==> config.mk <==
export PLATFORM = sky130hd
export DESIGN_NAME = dadda_product_accumulator
export DESIGN_NICKNAME = d
export VERILOG_FILES = /design/src/rtl/dadda_product_accumulator.sv
export SDC_FILE = /design/constraint.sdc
export NUM_CORES = 1
export LEC_CHECK = 0
export CORE_MARGIN = 5
export CORE_UTILIZATION = 45
export DETAILED_ROUTE_END_ITERATION = 10
export HOLD_SLACK_MARGIN = 0.12
export PLACE_DENSITY_LB_ADDON = 0.3
export SLEW_MARGIN = 20
export SYNTH_ARGS = -nofsm -noshare
export SYNTH_HDL_FRONTEND = slang
export SYNTH_SLANG_ARGS = --single-unit
==> constraint.sdc <==
create_clock -name clk -period 4.4 [get_ports clk]
set_input_delay 0.88 -clock clk [delete_from_list [all_inputs] [get_ports clk]]
set_output_delay 0.88 -clock clk [all_outputs]
set_load 0.05 [all_outputs]
==> src/rtl/dadda_product_accumulator.sv <==
// Multiply-accumulate back end: sums a burst of unsigned multiplier products
// and presents the total, term count and overflow flag on a registered handshake.
module dadda_product_accumulator #(
    parameter int PROD_W    = 8,
    parameter int ACC_W     = 16,
    parameter int MAX_TERMS = 16,
    parameter bit SATURATE  = 1'b1,
    localparam int CNT_W    = $clog2(MAX_TERMS + 1)
) (
    input  logic              clk,
    input  logic              reset,
    input  logic              in_valid,
    output logic              in_ready,
    input  logic [PROD_W-1:0] in_product,
    input  logic              in_last,
    input  logic              clear,
    output logic              out_valid,
    input  logic              out_ready,
    output logic [ACC_W-1:0]  out_sum,
    output logic [CNT_W-1:0]  out_count,
    output logic              out_overflow
);

    typedef enum logic {ACCUM, HOLD} state_t;

    state_t             state;
    logic [ACC_W-1:0]   acc;
    logic [CNT_W-1:0]   count;
    logic               ovf;

    logic [ACC_W:0]     sum_wide;
    logic [ACC_W-1:0]   acc_next;
    logic [CNT_W-1:0]   count_next;
    logic               ovf_next;
    logic               accept;
    logic               done;

    assign in_ready = (state == ACCUM) && !clear;
    assign accept   = in_valid && in_ready;

    // One extra bit of width exposes the carry; a saturated acc stays all-ones
    // because any further nonzero product carries out again.
    always_comb begin
        sum_wide   = {1'b0, acc} + {{(ACC_W + 1 - PROD_W){1'b0}}, in_product};
        count_next = count + CNT_W'(1);
        ovf_next   = ovf | sum_wide[ACC_W];
        if (sum_wide[ACC_W] && SATURATE) begin
            acc_next = '1;
        end else begin
            acc_next = sum_wide[ACC_W-1:0];
        end
        done = in_last || (count_next == CNT_W'(MAX_TERMS));
    end

    always_ff @(posedge clk) begin
        if (reset) begin
            state        <= ACCUM;
            acc          <= '0;
            count        <= '0;
            ovf          <= 1'b0;
            out_valid    <= 1'b0;
            out_sum      <= '0;
            out_count    <= '0;
            out_overflow <= 1'b0;
        end else if (state == ACCUM) begin
            if (clear) begin
                acc   <= '0;
                count <= '0;
                ovf   <= 1'b0;
            end else if (accept) begin
                if (done) begin
                    out_sum      <= acc_next;
                    out_count    <= count_next;
                    out_overflow <= ovf_next;
                    out_valid    <= 1'b1;
                    acc          <= '0;
                    count        <= '0;
                    ovf          <= 1'b0;
                    state        <= HOLD;
                end else begin
                    acc   <= acc_next;
                    count <= count_next;
                    ovf   <= ovf_next;
                end
            end
        end else begin
            // Result data is left in place after the handoff.
            if (out_ready) begin
                out_valid <= 1'b0;
                state     <= ACCUM;
            end
        end
    end

endmodule

* After elaboration in Yosys (flattened, before gate mapping)
Index checks and enable logic that the tools add are counted.
W data, S select, Z words.
** Cells by class
- $add $sub $neg :: 2
- Equality and inequality tests :: 3
- Multiplexer cells :: 20
- Bitwise operators :: 3
- Reductions and logical operators :: 10
** Operators by type and width (number)
- $mux W16 :: 4
- $add A16 B8 Y17 :: 1
- $mux W5 :: 3
- $mux W1 :: 13
- $reduce_and A4 Y1 :: 2
- $reduce_bool A2 Y1 :: 3
- $add A5 B1 Y5 const B :: 1
- $eq A5 B5 Y1 const B :: 1
- $logic_and A1 B1 Y1 :: 2
- $ne A2 B1 Y1 const B :: 1
- $ne A2 B2 Y1 const B :: 1
- $not A1 Y1 :: 2
- $reduce_and A2 Y1 :: 1
- $logic_not A1 Y1 :: 1
- $logic_or A1 B1 Y1 :: 1
- $or A1 B1 Y1 :: 1
** Word-level totals
- Register bits :: 46
- Input port bits :: 14
- Output and inout bits :: 24
- Word-level logic and storage cells :: 46

* Logic depth before layout (Yosys ltp)
Gate-level depths: netlist of run 1.
- Depth after elaboration :: 7
- Mapped depth :: 9
- Gate-level depth less buffers :: 8

* Worst setup path after synthesis of run 1
OpenSTA, ideal clock, no wires.
- Path type :: input -> register
- Start :: in in_product[0]
- End :: reg out_sum[11]
- Setup time :: 0.128 ns
- Arrival time :: 2.665 ns
- Required time :: 4.272 ns
- Path slack :: 1.608 ns
- Stages on the path :: 9
- Buffers on the path :: 1
- Cell sequence :: ha_1 > fa_1 > a21o_1 > a221oi_4 > a211oi_2 > nand2b_1 > clkbuf_1 > o22ai_1 > nor2_1
** Between the ends
- Longest elaborated chain between the ends :: 2
** RTL lines
- from (decl) :: line 14 : input logic [PROD_W-1:0] in_product,
- $add A16 B8 Y17 :: line 44 : sum_wide = {1'b0, acc} + {{(ACC_W + 1 - PROD_W){1'b0}}, in_product};
- $mux W16 :: line 47 : if (sum_wide[ACC_W] && SATURATE) begin
- to (signal assigned) :: line 72 : out_sum <= acc_next;
- to (decl) :: line 19 : output logic [ACC_W-1:0] out_sum,
Every way passes these cells.
A chain may end at the register's enable or synchronous reset.

* Final worst setup path of run 1
- Start :: in clear
- End :: out in_ready
** Between the ends
- Longest elaborated chain between the ends :: 2
** RTL lines
- from (decl) :: line 16 : input logic clear,
- $logic_not A1 Y1 :: line 38 : assign in_ready = (state == ACCUM) && !clear;
- $logic_and A1 B1 Y1 :: line 38
- to (decl) :: line 13 : output logic in_ready,
Every way passes these cells.

==> results of run 1 <==
-- per-stage QoR --
| stage | util (%) | setup WS (ns) |
|---|---|---|
| 6_report | 54.55 | 1.258 |
| 5_1_grt | 54.55 | 1.047 |
| 4_1_cts | 54.55 | 1.246 |
| 3_5_place_dp | 52.49 | 0.9674 |
| 3_3_place_gp | 52.49 | 1.027 |
| 2_1_floorplan | - | 1.608 |
-- sequential cells by signal, summed over array words and instances (netlist names) --
register and cells:
acc 16, out_sum 16, count 5, out_count 5, out_overflow 1, out_valid 1
ovf 1, state 1
-- power by group --
group          internal [uW]  switching (uW)
clock network            182             133
registers                425            5.27
logic                   47.2            78.7
-- cell families after synthesis --
logic type	share of synthesized area (%)
xor+xnor	5.561
compound gates	28.05
simple gates	15.89
mux	2.185
fa+ha+maj	5.760
flops	36.54
buf+inv	6.008
-- synth_stat cells (3+ instances only) --
library cell  number
nor2_1            41
xnor2_1           11
inv_1              5
a311oi_1           5
mux2i_1            4
a211oi_2          12
buf_6              4
clkbuf_1          10
nor2b_1            5
dfxtp_1           46
o22ai_1            8
a211oi_1           3
o211ai_1           3
ha_1              10
nand3_1            3
nand2_1           20
a21oi_1           27
o21ai_0           18
buf_4              4
a21o_1             6
xor2_1             5
nand2b_1           5
-- routing by layer --
layer,up-vias,wire length [um]
met5,-,0
met4,0,47
met3,4,241
met2,40,2449
met1,986,2542
li1,1076,-
-- layout make-up --
cell class,count,area (um^2),share of cell area (%)
clock inverter,1,30.03,1.006
timing repair buffer,40,387.9,12.99
tap,72,90.09,3.018
clock buffer,6,82.58,2.766
sequential,46,920.9,30.85
inverter,5,18.77,0.6287
multi-input combinational,216,1455,48.74
-- how the worst max path moves through the flow --
stage / cells past startpoint / startpoint / to / slack, ns
after floorplan: 9 / in_product[0] / out_sum[11] / 1.61
after global placement: 9 / in_product[0] / out_sum[14] / 1.03
after detailed placement: 9 / in_product[0] / acc[4] / 0.97
after CTS: 3 / clear / in_ready / 1.25
after global routing: 9 / in_product[0] / out_sum[7] / 1.05
final: 3 / clear / in_ready / 1.26
-- critical path, stage by stage --
cell	delay, ns
clkdlybuf4s50_1	0.42
nor2_1	0.14
clkdlybuf4s50_1	0.82
==> metrics.txt, run 1 <==
row count 27; vias in the first global route 2,016; ANT nets after route 0; worst hold margin 0.4596 ns; largest net degree at the start of global routing 48; Seq/Total Area, Yosys 36.54%; Yosys warnings 0; Max clock buf depth 2; most frequent cells in the layout 46 x dfxtp_1, 41 x nor2_1, 36 x clkdlybuf4s50_1, 27 x a21oi_1, 20 x nand2_1; CTS tree yes; Synth top area share 36.54%; crit share post-route 71.40%; critical path fanouts, max 2; Post-CTS Hold Buffers 0; first-pass GRT wire length 9473 um; CTS buffer count 5; post-CTS setup buffer count 0; Worst R2R Start count[2]; final setup TNS 0 ns; grt peak-use layer met2; clock latency on the worst-skew pair 0.29 ns; post-synthesis async set-or-reset flop share 0%; worst vdd ir 0.2675 mV; WS Path Type in2out; RSZ-0062 raised after global routing false; most common cell after layout, fill and taps aside dfxtp_1; Pwr Density between 200 and 300 nW/um^2; Initial Utilization a little under half; M1 GR Usage 20.70%; GP Congestion 0.8666; Distinct cells, synth between 40 and 50; Syn Nets 314; Top FF cell, synth dfxtp_1; max-slew violation count 0; hold_sp acc[2]; hold depth 2; gr ovfl total 0; Ports 38; drc violations 0; die area 7196 um^2; routed vias/inst 5.456; Power Total 870.7 uW; DP Area 2873 um^2; Mapped Area 2520 um^2; area grow syn2layout 18.47%; status finished clean; worst path required time 3.52 ns; Fmax 318.3 MHz; core area 5473 um^2; FF-to-FF path depth 6; fin area 2985 um^2; H-tree levels 2; initial drt markers 121; Final nets 339; Max-slew headroom 36.40%; initial antenna violation count 0; Clock Skew 0.006195 ns; placed insts 379; CP Launch Type input port; r2r endpoint out_count[1]; Final Instance Count excl. Fillers 386; met2 usage 25.69%; slew at the pin closest to its max-slew limit 0.9540 ns; Synth area leaders dfxtp_1 37%, nor2_1 6.1%, a211oi_2 6.0%, a21oi_1 5.4%, ha_1 5.0%; layout cells sized above 1 under 10%; # clock sinks 46; max_cap viols 0; Avg Synthesized Cell Area 8.719 um^2; Final Hold Viols 0; Leak 0.001057 uW; routed vias 2,106; Die Y 84.83 um; die extent in x about 85 um; Port Buffers 37; wirelength, routed ~5300 um; clock root buffer clkbuf_8; Fillers 516; Detailed Place HPWL 3774 um; Pre-antenna DRT Iters 4; Hold Path Class reg2reg; Reg clk slew, reported paths 0.08 ns; GR Layer Usage met3 3.981%; r2r setup slk 1.88 ns; CTS resizes 0; Setup-failing EPs final 0; Yosys top cell by area dfxtp_1; Tot GR Track Use 15.70%; CP Capture Type primary output; Ant. Diodes 0; Hold Path Sink acc[2]; WL per Instance 13.68 um; cell count after synthesis between 200 and 300; Post-synth EDFFs 0; Tmin final 3.142 ns; Seq cells post-synth 46; Critical Path AT 2.26 ns
(Power assumes the default switching activity.)
==> run 2, diff against run 1 <==
clock period = 2.7 ns   (was 4.4 ns; I/O delays follow)
==> metrics.txt, run 2 (synthesized netlist as in run 1, its figures left out) <==
status finished clean; crit share post-route 93.14%; WL per Instance 13.76 um; Detailed Place HPWL 3986 um; Tot GR Track Use between 15 and 20%; Top Registers acc x16, out_sum x16; Ports 38; area grow syn2layout 25.32%; H-tree levels 2; die extent in x 84.83 um; largest net degree at the start of global routing 35; routed vias/inst 5.378; wirelength, routed 5571 um; Post-CTS Hold Buffers 0; Max-slew headroom 56.87%; die area 7196 um^2; WS Path Type in2reg; core area 5473 um^2; final setup TNS 0 ns; CP Launch Type input port; row count 27; Die Y ~85 um; Leak 0.001161 uW; gr ovfl total 0; Ant. Diodes 0; most frequent cells in the layout 46 x dfxtp_1, 41 x nor2_1, 33 x clkdlybuf4s50_1, 26 x a21oi_1; Clock Skew 0.004643 ns; Pwr Density 427.0 nW/um^2; drc violations 0; # clock sinks 46; Storage cell area 920.9 um^2; CTS tree yes; kind of cell adding the most delay to the critical path compound AO/OA/AOI/OAI gates; Crit path top cell by count buf_4; max_cap viols 0; Initial Utilization 46.04%; CP Capture Type flip-flop; Reg clk slew, reported paths roughly 0.08 ns; Multi-input gate area 1486 um^2; Setup-failing EPs final 0; Port Buffers 37; worst path cell trace clkdlybuf4s50_1 > ha_1 > a21o_1 > a221oi_4 > buf_4 > buf_4 > a211oi_4 > xor2_1 > o22ai_1 > nor2_1; Fillers 489; Final Hold Viols 0; ANT nets after route 0; Final nets 357; clock latency on the worst-skew pair 0.29 ns; layout cells sized above 1 15.92%; CP peak stage delay 0.44 ns; WP buf/inv 3; Pre-antenna DRT Iters 6; Tmin final 2.515 ns; initial drt markers 159; most common cell after layout, fill and taps aside dfxtp_1; initial antenna violation count 0; worst vdd ir 0.3587 mV; post-layout util 57.70%; slew at the pin closest to its max-slew limit 0.6470 ns; routed vias around 2,200; Fmax 397.7 MHz; critical path fanouts, max 5; CTS buffer count 5; first-pass GRT wire length 9770 um; Slowest-stage cell, CP a221oi_4; worst hold margin 0.4594 ns; clock root buffer clkbuf_8; GP Congestion about 0.84; max-slew violation count 0; Max clock buf depth 2; RSZ-0062 raised after global routing false; Critical Path AT 2.67 ns; vias in the first global route 2,149; Hold Path Class reg2reg; worst path required time approximately 2.9 ns
run 2: cell types whose count changed in the layout (fill, tap and decap cells not counted), moves of 2 or more:
cell             before  now
a211oi_4              1    3
clkdlybuf4s50_1      36   33
buf_12                0    2
a211oi_2             11    9
dlymetal6s2s_1        0    2
buf_4                 3   20
run 2: per-layer routing:
layer  global-route usage, %  vias up  part of all wire, %
met5                       0        -                    0
met4                   4.892        0                 0.65
met3                   3.398        4                  3.9
met2                   27.33       48                   48
met1                   21.26     1016                   48
li1                        -     1110                    -
run 2: timing repair:
item / 4_1_cts / 5_1_grt
pin swaps: 0 / 6
setup endpoints to repair: 3 / 28
endpoints found under the hold margin: 0 / 0
buffers inserted: 0 / 3
resized for setup: 1 / 9
run 2: final timing paths:
path	start	end	slack [ns]	cells after the start
max	in_product[4]	out_sum[14]	0.19	10
min	acc[5]	acc[5]	0.46	2
max reg2reg	acc[0]	out_sum[14]	0.33	10
min reg2reg	acc[5]	acc[5]	0.46	2
run 2: through the flow:
step                total power, uW  std cells  worst slack (ns)  cell area [um^2]
detailed placement            936.3        394           -0.3356              3008
global route                   1420        405           0.05879              3158
floorplan                     860.3        289            0.2478              2520
global placement              934.3        394           -0.2569              3008
finish                         1348        405            0.1853              3158
CTS                            1373        402           0.02593              3102
run 2: worst min-delay path, stage by stage, from the launching register on:
cell	delay, ns
dfxtp_1	0.32
nand2_1	0.05
a21oi_1	0.05
run 2: area by class of cell:
type,count,area share [%]
Sequential cell,46,29.16
Clock buffer,7,2.734
Clock inverter,1,0.1585
Tap cell,72,2.853
Timing Repair Buffer,58,17.43
Inverter,5,0.5943
Multi-Input combinational cell,216,47.07
run 2: report_power, final:
group          internal (uW)  switching [uW]  leakage, uW
registers                693            8.67     0.000372
logic                   88.6             132     0.000740
clock network            207             219    0.0000482
total                    988             360      0.00116
